--- config.mk ---
export PLATFORM = sky130hd
export DESIGN_NAME = pixel_burst_reader
export DESIGN_NICKNAME = d
export VERILOG_FILES = /design/src/rtl/pixel_burst_reader.sv
export SDC_FILE = /design/constraint.sdc
export NUM_CORES = 1
export LEC_CHECK = 0
export BUFFER_PORTS_ARGS = -buffer_cell sky130_fd_sc_hd__buf_2
export CAP_MARGIN = 20
export CORE_ASPECT_RATIO = 1.5
export CORE_MARGIN = 10
export CORE_UTILIZATION = 42
export DETAILED_ROUTE_END_ITERATION = 6
export PLACE_DENSITY_LB_ADDON = 0.05
export SYNTH_ARGS = -nofsm -noshare
export SYNTH_HDL_FRONTEND = slang
export SYNTH_SLANG_ARGS = --single-unit
--- constraint.sdc ---
create_clock -name clk -period 15.2 [get_ports clk]
set_clock_uncertainty 0.1 [all_clocks]
set_input_delay 0.76 -clock clk [delete_from_list [all_inputs] [get_ports clk]]
set_output_delay 0.76 -clock clk [all_outputs]
set_load 0.05 [all_outputs]
--- src/rtl/pixel_burst_reader.sv ---
// Fetches one 8-pixel group (16bpp or 24bpp) from the framebuffer over AXI read and streams the pixels out.
// Latency: ARVALID 3 cycles after the request; pixels start the cycle after the final R beat.
// Backpressure: AR is held until ar_ready_i, R stalls outside RDATA, and each pixel is held until pix_ready_i.
// Optional feature macro: PIXEL_READ_RRESP_CHECK_EN. When defined, a non-OKAY RRESP sets a sticky err_o.
module pixel_burst_reader #(
   parameter int BOUNDARY_W = 12,
   parameter int STRIDE_W   = 14
) (
   input  logic                clk,
   input  logic                rst,
   input  logic                pixel_mode_24_i,
   input  logic [31:0]         src_addr_i,
   input  logic [STRIDE_W-1:0] pixel_stride_i,
   input  logic                req_valid_i,
   output logic                req_ready_o,
   input  logic [15:0]         req_x_i,
   input  logic [15:0]         req_y_i,
   output logic                ar_valid_o,
   input  logic                ar_ready_i,
   output logic [31:0]         ar_addr_o,
   output logic [2:0]          ar_len_o,
   input  logic                r_valid_i,
   output logic                r_ready_o,
   input  logic [31:0]         r_data_i,
   input  logic [1:0]          r_resp_i,
   input  logic                r_last_i,
   output logic                pix_valid_o,
   input  logic                pix_ready_i,
   output logic [23:0]         pix_data_o,
   output logic                pix_last_o,
   output logic                err_o
);

   typedef enum logic [2:0] {
      S_IDLE, S_CALC0, S_CALC1, S_SPLIT, S_AR1, S_AR2, S_RDATA, S_EMIT
   } state_t;

   localparam int ROOM_W     = BOUNDARY_W - 1;
   localparam int PAGE_WORDS = 1 << (BOUNDARY_W - 2);
   localparam int YOFF_W     = 16 + STRIDE_W;

   state_t              r_state;
   logic [15:0]         r_x;
   logic [15:0]         r_y;
   logic [17:0]         r_xoff;
   logic [YOFF_W-1:0]   r_yoff;
   logic [31:0]         r_addr;
   logic [2:0]          r_beats;
   logic                r_two;
   logic [31:0]         r_ar2_addr;
   logic [2:0]          r_ar2_len;
   logic [2:0]          r_beat_cnt;
   logic [2:0]          r_pix_k;
   logic [191:0]        r_buf;
   logic                r_req_ready;
   logic                r_ar_valid;
   logic [31:0]         r_ar_addr;
   logic [2:0]          r_ar_len;
   logic                r_r_ready;
   logic                r_pix_valid;
   logic [23:0]         r_pix_data;
   logic                r_pix_last;
   logic                r_err;

   logic [2:0]          w_beats;
   logic [ROOM_W-1:0]   w_room;
   logic                w_fits;
   logic [2:0]          w_len1;
   logic [2:0]          w_len2;
   logic [31:0]         w_page2;
   logic                w_beat_acc;
   logic                w_pix_hs;
   logic [2:0]          w_next_k;
   logic                w_unused;

   // Selects pixel k out of the assembled group buffer for the active pixel format.
   function automatic logic [23:0] f_pixel(input logic [191:0] b, input logic [2:0] k, input logic m24);
      logic [7:0] base24;
      logic [6:0] base16;
      base24 = {5'd0, k} * 8'd24;
      base16 = {k, 4'd0};
      if (m24) begin
         return b[base24 +: 24];
      end
      return {8'd0, b[base16 +: 16]};
   endfunction

   // Burst split arithmetic: words left before the boundary decide one or two bursts.
   always_comb begin
      w_beats    = pixel_mode_24_i ? 3'd6 : 3'd4;
      w_room     = ROOM_W'(PAGE_WORDS) - ROOM_W'(r_addr[BOUNDARY_W-1:2]);
      w_fits     = (w_room >= ROOM_W'(w_beats));
      w_len1     = w_room[2:0] - 3'd1;
      w_len2     = w_beats - w_room[2:0] - 3'd1;
      w_page2    = {r_addr[31:BOUNDARY_W] + (32-BOUNDARY_W)'(1), {BOUNDARY_W{1'b0}}};
      w_beat_acc = r_valid_i & r_r_ready;
      w_pix_hs   = r_pix_valid & pix_ready_i;
      w_next_k   = r_pix_k + 3'd1;
   end

   // Main FSM: one group in flight, every handshake output registered.
   always_ff @(posedge clk) begin
      if (rst) begin
         r_state     <= S_IDLE;
         r_x         <= '0;
         r_y         <= '0;
         r_xoff      <= '0;
         r_yoff      <= '0;
         r_addr      <= '0;
         r_beats     <= '0;
         r_two       <= 1'b0;
         r_ar2_addr  <= '0;
         r_ar2_len   <= '0;
         r_beat_cnt  <= '0;
         r_pix_k     <= '0;
         r_req_ready <= 1'b1;
         r_ar_valid  <= 1'b0;
         r_ar_addr   <= '0;
         r_ar_len    <= '0;
         r_r_ready   <= 1'b0;
         r_pix_valid <= 1'b0;
         r_pix_data  <= '0;
         r_pix_last  <= 1'b0;
      end else begin
         case (r_state)
            S_IDLE: begin
               if (req_valid_i) begin
                  r_x         <= req_x_i;
                  r_y         <= req_y_i;
                  r_req_ready <= 1'b0;
                  r_state     <= S_CALC0;
               end
            end
            S_CALC0: begin
               r_xoff  <= 18'({r_x, 1'b0}) + (pixel_mode_24_i ? 18'(r_x) : 18'd0);
               r_yoff  <= YOFF_W'(r_y) * YOFF_W'(pixel_stride_i);
               r_state <= S_CALC1;
            end
            S_CALC1: begin
               r_addr  <= src_addr_i + 32'(r_xoff) + 32'(r_yoff);
               r_state <= S_SPLIT;
            end
            S_SPLIT: begin
               r_beats    <= w_beats;
               r_beat_cnt <= '0;
               r_two      <= ~w_fits;
               r_ar2_addr <= w_page2;
               r_ar2_len  <= w_len2;
               r_ar_addr  <= r_addr;
               r_ar_len   <= w_fits ? (w_beats - 3'd1) : w_len1;
               r_ar_valid <= 1'b1;
               r_state    <= S_AR1;
            end
            S_AR1: begin
               if (ar_ready_i) begin
                  if (r_two) begin
                     r_ar_addr <= r_ar2_addr;
                     r_ar_len  <= r_ar2_len;
                     r_state   <= S_AR2;
                  end else begin
                     r_ar_valid <= 1'b0;
                     r_r_ready  <= 1'b1;
                     r_state    <= S_RDATA;
                  end
               end
            end
            S_AR2: begin
               if (ar_ready_i) begin
                  r_ar_valid <= 1'b0;
                  r_r_ready  <= 1'b1;
                  r_state    <= S_RDATA;
               end
            end
            S_RDATA: begin
               // Beat count alone ends the read; RLAST is not trusted for framing.
               if (w_beat_acc) begin
                  r_beat_cnt <= r_beat_cnt + 3'd1;
                  if (r_beat_cnt == r_beats - 3'd1) begin
                     r_r_ready   <= 1'b0;
                     r_pix_valid <= 1'b1;
                     r_pix_k     <= '0;
                     r_pix_last  <= 1'b0;
                     // Pixel 0 always lies in beat 0, which is already stored.
                     r_pix_data  <= f_pixel(r_buf, 3'd0, pixel_mode_24_i);
                     r_state     <= S_EMIT;
                  end
               end
            end
            S_EMIT: begin
               if (w_pix_hs) begin
                  if (r_pix_k == 3'd7) begin
                     r_pix_valid <= 1'b0;
                     r_pix_last  <= 1'b0;
                     r_pix_k     <= '0;
                     r_req_ready <= 1'b1;
                     r_state     <= S_IDLE;
                  end else begin
                     r_pix_k    <= w_next_k;
                     r_pix_data <= f_pixel(r_buf, w_next_k, pixel_mode_24_i);
                     r_pix_last <= (w_next_k == 3'd7);
                  end
               end
            end
            default: r_state <= S_IDLE;
         endcase
      end
   end

   // Group buffer: beat n lands at bit 32n, counted across both bursts.
   always_ff @(posedge clk) begin
      if (r_state == S_RDATA && w_beat_acc) begin
         r_buf[{r_beat_cnt, 5'd0} +: 32] <= r_data_i;
      end
   end

`ifdef PIXEL_READ_RRESP_CHECK_EN
   // Sticky error flag: any accepted beat with a non-OKAY response.
   always_ff @(posedge clk) begin
      if (rst) begin
         r_err <= 1'b0;
      end else if (w_beat_acc && r_resp_i != 2'b00) begin
         r_err <= 1'b1;
      end
   end
   assign w_unused = r_last_i;
`else
   // Response checking disabled: the error flag stays low.
   always_ff @(posedge clk) begin
      r_err <= 1'b0;
   end
   assign w_unused = ^{r_last_i, r_resp_i};
`endif

   assign req_ready_o = r_req_ready;
   assign ar_valid_o  = r_ar_valid;
   assign ar_addr_o   = r_ar_addr;
   assign ar_len_o    = r_ar_len;
   assign r_ready_o   = r_r_ready;
   assign pix_valid_o = r_pix_valid;
   assign pix_data_o  = r_pix_data;
   assign pix_last_o  = r_pix_last;
   assign err_o       = r_err;

endmodule

* Yosys cells after proc, flatten, opt, wreduce, memory -nomap -nowiden *
Index checks and enable logic that the tools add are counted.

word-level totals
  flip-flop bits (word level) = 404
  input port bits = 120
  word-level logic and storage cells = 148

cells by class
  $add $sub $neg = 13
  multipliers = 2
  order comparisons = 1
  eq/ne operators = 20
  shifts and indexed selects = 4
  mux-type cells = 66
  bitwise operators = 3
  reduce and logical (&&, ||, !) cells = 18

operators with widths
  operator                   number
  $bwmux 192                 1
  $mux 24                    8
  $shift 32x10->192 const A  1
  $shiftx 192x8->16          1
  $shiftx 192x9->24          1
  $shiftx 32x10->192         1
  $mux 32                    2
  $pmux 32 s2                1
  $pmux 24 s2                1
  $mux 3                     15
  $add 32x18->32             1
  $add 32x30->32             1
  $mul 16x14->30             1
  $mux 1                     26
  $pmux 3 s8                 1
  $add 20x1->20 const B      1
  $ne 2x2->1 const B         10
  $add 17x16->18             1
  $eq 3x3->1 const B         6
  $pmux 3 s2                 3
  $mux 16                    1
  $reduce_and 4->1           3
  $sub 3x1->3 const B        4
  $ge 11x3->1                1
  other kinds (22)           35

* Depth between registers and ports, before layout *
  word-level depth = 10
  gate-level depth with buffers = 22

* Worst setup path after synthesis *
OpenSTA, ideal clock, no wires.

  kind = in2reg
  from = in pixel_stride_i[4]
  to = reg r_yoff[26]
  setup time = 0.122 ns
  arrival time = 6.389 ns
  slack = 8.589 ns
  stages = 21
  cells stage by stage = clkbuf_1 -> and2_1 -> fa_1 -> inv_1 -> fa_1 -> inv_1 -> fa_1 -> fa_1 -> fa_1 -> inv_1 -> fa_1 -> inv_1 -> ha_1 -> o21ai_0 -> nor2_1 -> a311o_1 -> a2111oi_4 -> nor2_2 -> o41ai_2 -> nor4_1 -> a311o_1

between the ends
  word-level cells in the longest chain between the ends = 1

RTL lines
  item                  RTL line  source
  from (decl)           13        input logic [STRIDE_W-1:0] pixel_stride_i,
  $mul 16x14->30        136       r_yoff <= YOFF_W'(r_y) * YOFF_W'(pixel_stride_i);
  to (signal assigned)  136
  to (decl)             46        logic [YOFF_W-1:0] r_yoff;

No other way between the ends.
A chain may end at the register's enable or synchronous reset.

* Worst setup path in the final report *
  from = reg r_y[7]
  to = reg r_yoff[26]

between the ends
  word-level cells in the longest chain between the ends = 1

RTL lines
  item                    RTL line  source
  from (decl)             44        logic [15:0] r_y;
  from (signal assigned)  129       r_y <= req_y_i;
  $mul 16x14->30          136

No other way between the ends.

==> impl_metrics.ini <==
[run_status]
outcome = complete, no violations

[layout]
drive_above_1_share = 0.139
fin_util = 0.474
fillers = 6378
mostFrequentLayoutCells = 414 x nand2_1, 242 x nor2_1, 233 x and2_1
antennaDiodeCount = 0
final_common_cell = nand2_1
nets = 3401
seq_area_sq_mm = 0.00999
area_delta_synth_final_pct = 11.5
multi_input_area_sq_mm = 0.0166

[yosys]
yosysSeqAreaShare = 0.357
synth-main-ff-cell = dfxtp_1
syn_avg_cell_area_sq_um = 9.84
synthArstFlopShare = 0
synth_cells = 2846
synth_top_family_by_area = adder cells
synth_compound_area_frac = 0.105
synth-adder-area-share = 0.205
synth.cell_area_sq_mm = 0.0280
ys_ff_latch = 403
synth_xor_area_frac = 0.0210
synth_nets = 3313
synthMuxAreaShare = 0.0780
yosysUniqueCellTypes = 79
yosysWarnings = 0
synth-edff-count = 192
synthSimpleGateAreaFrac = 0.182

[cts]
clock_sinks = 403
clk_path_buf_depth = 3
cts.reportedPaths.clkPinSlew_ns = 0.07
root_buffer = clkbuf_16
htree_levels = 2
cts_made_buffers = 44
cts_tree = done
cts_resized = 0
cts_setup_buffers = 0
clock_latency_ns = 0.58
ctsHoldBuffers = 0

[critical_path]
end_kind = flip-flop
crit_family = adder cells
cp_num_buf_inv = 1
crit_arrival_ns = 7.17
startpoint_type = flip-flop
path_class = reg2reg
slowest_delay_ns = 0.82
critPathRequiredTime_ns = 15.57
crit_fanout = 15
crit_path_cell_trace = nand2_1 > fa_1 > fa_1 > fa_1 > fa_1 > fa_1 > fa_1 > inv_1 > ha_1 > a211oi_1 > nor2_1 > a311o_1 > a2111oi_4 > nor2_2 > o41ai_2 > nor4_1 > a311o_1
critPathSlowestCell = dfxtp_1
path_common_cell = fa_1

[power]
p_leak_nw = 12.7
p_sw_mw = 1.45
power_density_mw_per_mm2 = 126
irDropWorstVdd_uv = 97.1
seqPwrFrac = 0.339
clkPwrFrac = 0.301
p_sw_frac = 0.369
combPwrFrac = 0.360
power.internal_mw = 2.47

[timing]
fmax_ghz = 0.147
setup_ws_ns = 8.40
fin_crit_sh = 0.447
max_slew_margin = 0.307
setup_viol_count_final = 0
fin_setup_tns_ns = 0
rsz0062_at_grt = false
finalWorstPathRequiredPeriod_ns = 6.80
hold_violations = 0
drv_slew = 0
holdWs_ns = 0.319
tightestPinTransition_ns = 1.04

[die]
ioPinCount = 185
fp.dieArea_sq_mm = 0.0776
start_util = 0.425
fp.dieH_microns = 336
rows = 115
core_area_sq_mm = 0.0659
die_w_microns = 231

[drt]
vias = 21204
antenna_left = 0
wl_per_cell_microns = 21.0
drt_wl_total_microns = 80900
drc = 0
dr.pass1.iters = 7
drtIter0Drc = 1165
drt-vias-per-instance = 5.51

[global_routing]
grt_max_degree = 82
grt_overflow = 0
grt_pass1_vias = 22782
grt_antenna_before_repair = 5
grt_pass1_wl_microns = 129000
grt_use_total = 0.211

[placed_design]
dp_hpwl_microns = 59100
post-place-ws_ns = 8.06
io_buffers = 180
place_congestion = 0.863

[hold_path]
hold_class = in2reg

[job]
drv_cap = 0
==> area by class of cell <==
cell class                      instances  share of cell area
Timing Repair Buffer                  212              0.0374
Clock inverter                         21              0.0105
Multi-Input combinational cell       2068               0.532
Tap cell                              877              0.0351
Inverter                              205              0.0246
Clock buffer                           60              0.0405
Sequential cell                       403               0.320
==> state kept, by name, indices dropped and copies added, names as in the netlist <==
register and count:
r_yoff 30, r_x 16, req_ready_o 1, r_state 3
pix_data_o 24, ar_valid_o 1, r_beats 2, r_buf 192
r_two 1, r_ready_o 1, pix_valid_o 1, r_xoff 18
r_pix_k 3, r_y 16, pix_last_o 1, r_addr 32
ar_addr_o 32, r_ar2_len 3, r_beat_cnt 3, ar_len_o 3
r_ar2_addr 20
==> through the flow <==
step / instances / cell area [sq um] / power [mW]
detailed placement: 3765 / 29600 / 2.77
global route: 3846 / 31200 / 4.21
CTS: 3846 / 31200 / 3.98
floorplan: 2846 / 28000 / 2.36
global placement: 3764 / 29600 / 2.76
finish: 3846 / 31200 / 3.92
==> power groups by stage <==
stage          clock (mW)  sequential (mW)  combinational [mW]
2_1_floorplan           0             1.32                1.04
3_3_place_gp            0             1.35                1.41
3_5_place_dp            0             1.35                1.42
4_1_cts              1.21             1.33                1.44
5_1_grt              1.25             1.34                1.62
6_report             1.18             1.33                1.41
==> cells by family after synthesis <==
| logic type | Yosys count |
|---|---|
| other | 1 |
| muxes | 108 |
| xor gates and xnor gates | 67 |
| DFF | 403 |
| buffers and inverters | 375 |
| and+or+nand+nor | 1089 |
| AOI/OAI and AO/OA | 456 |
| adders and majority gates | 347 |
==> synth_stat cells (all sizes together) (43+ instances only) <==
| cell | count | share of area |
|---|---|---|
| fa | 185 | 0.13 |
| inv | 205 | 0.027 |
| nor2 | 247 | 0.033 |
| nand3 | 48 | 0.0086 |
| dfxtp | 211 | 0.15 |
| and2 | 235 | 0.053 |
| nand2 | 416 | 0.056 |
| ha | 162 | 0.072 |
| clkbuf | 141 | 0.020 |
| mux4 | 88 | 0.071 |
| a21oi | 188 | 0.034 |
| a211oi | 43 | 0.012 |
| edfxtp | 192 | 0.21 |
| o21ai | 55 | 0.0098 |
==> worst min-delay path, cell delays in order <==
cell,delay (ns)
buf_2,0.09
nand2_1,0.04
a21oi_1,0.05
==> metal layers <==
metal  GRT usage  routed length [microns]
met5           0                       47
met4      0.0575                     1930
met3      0.0306                     3530
met2       0.405                    44100
met1       0.236                    31300
==> final timing paths <==
kind,startpoint,to,slack (ns),cells past startpoint
setup / recovery,r_y[7],r_yoff[26],8.40,17
hold reg to reg,pix_data_o[20],pix_data_o[20],0.35,2
setup reg to reg,r_y[7],r_yoff[26],8.40,17
hold / removal,req_y_i[10],r_y[10],0.32,3
(Power assumes the default switching activity.)
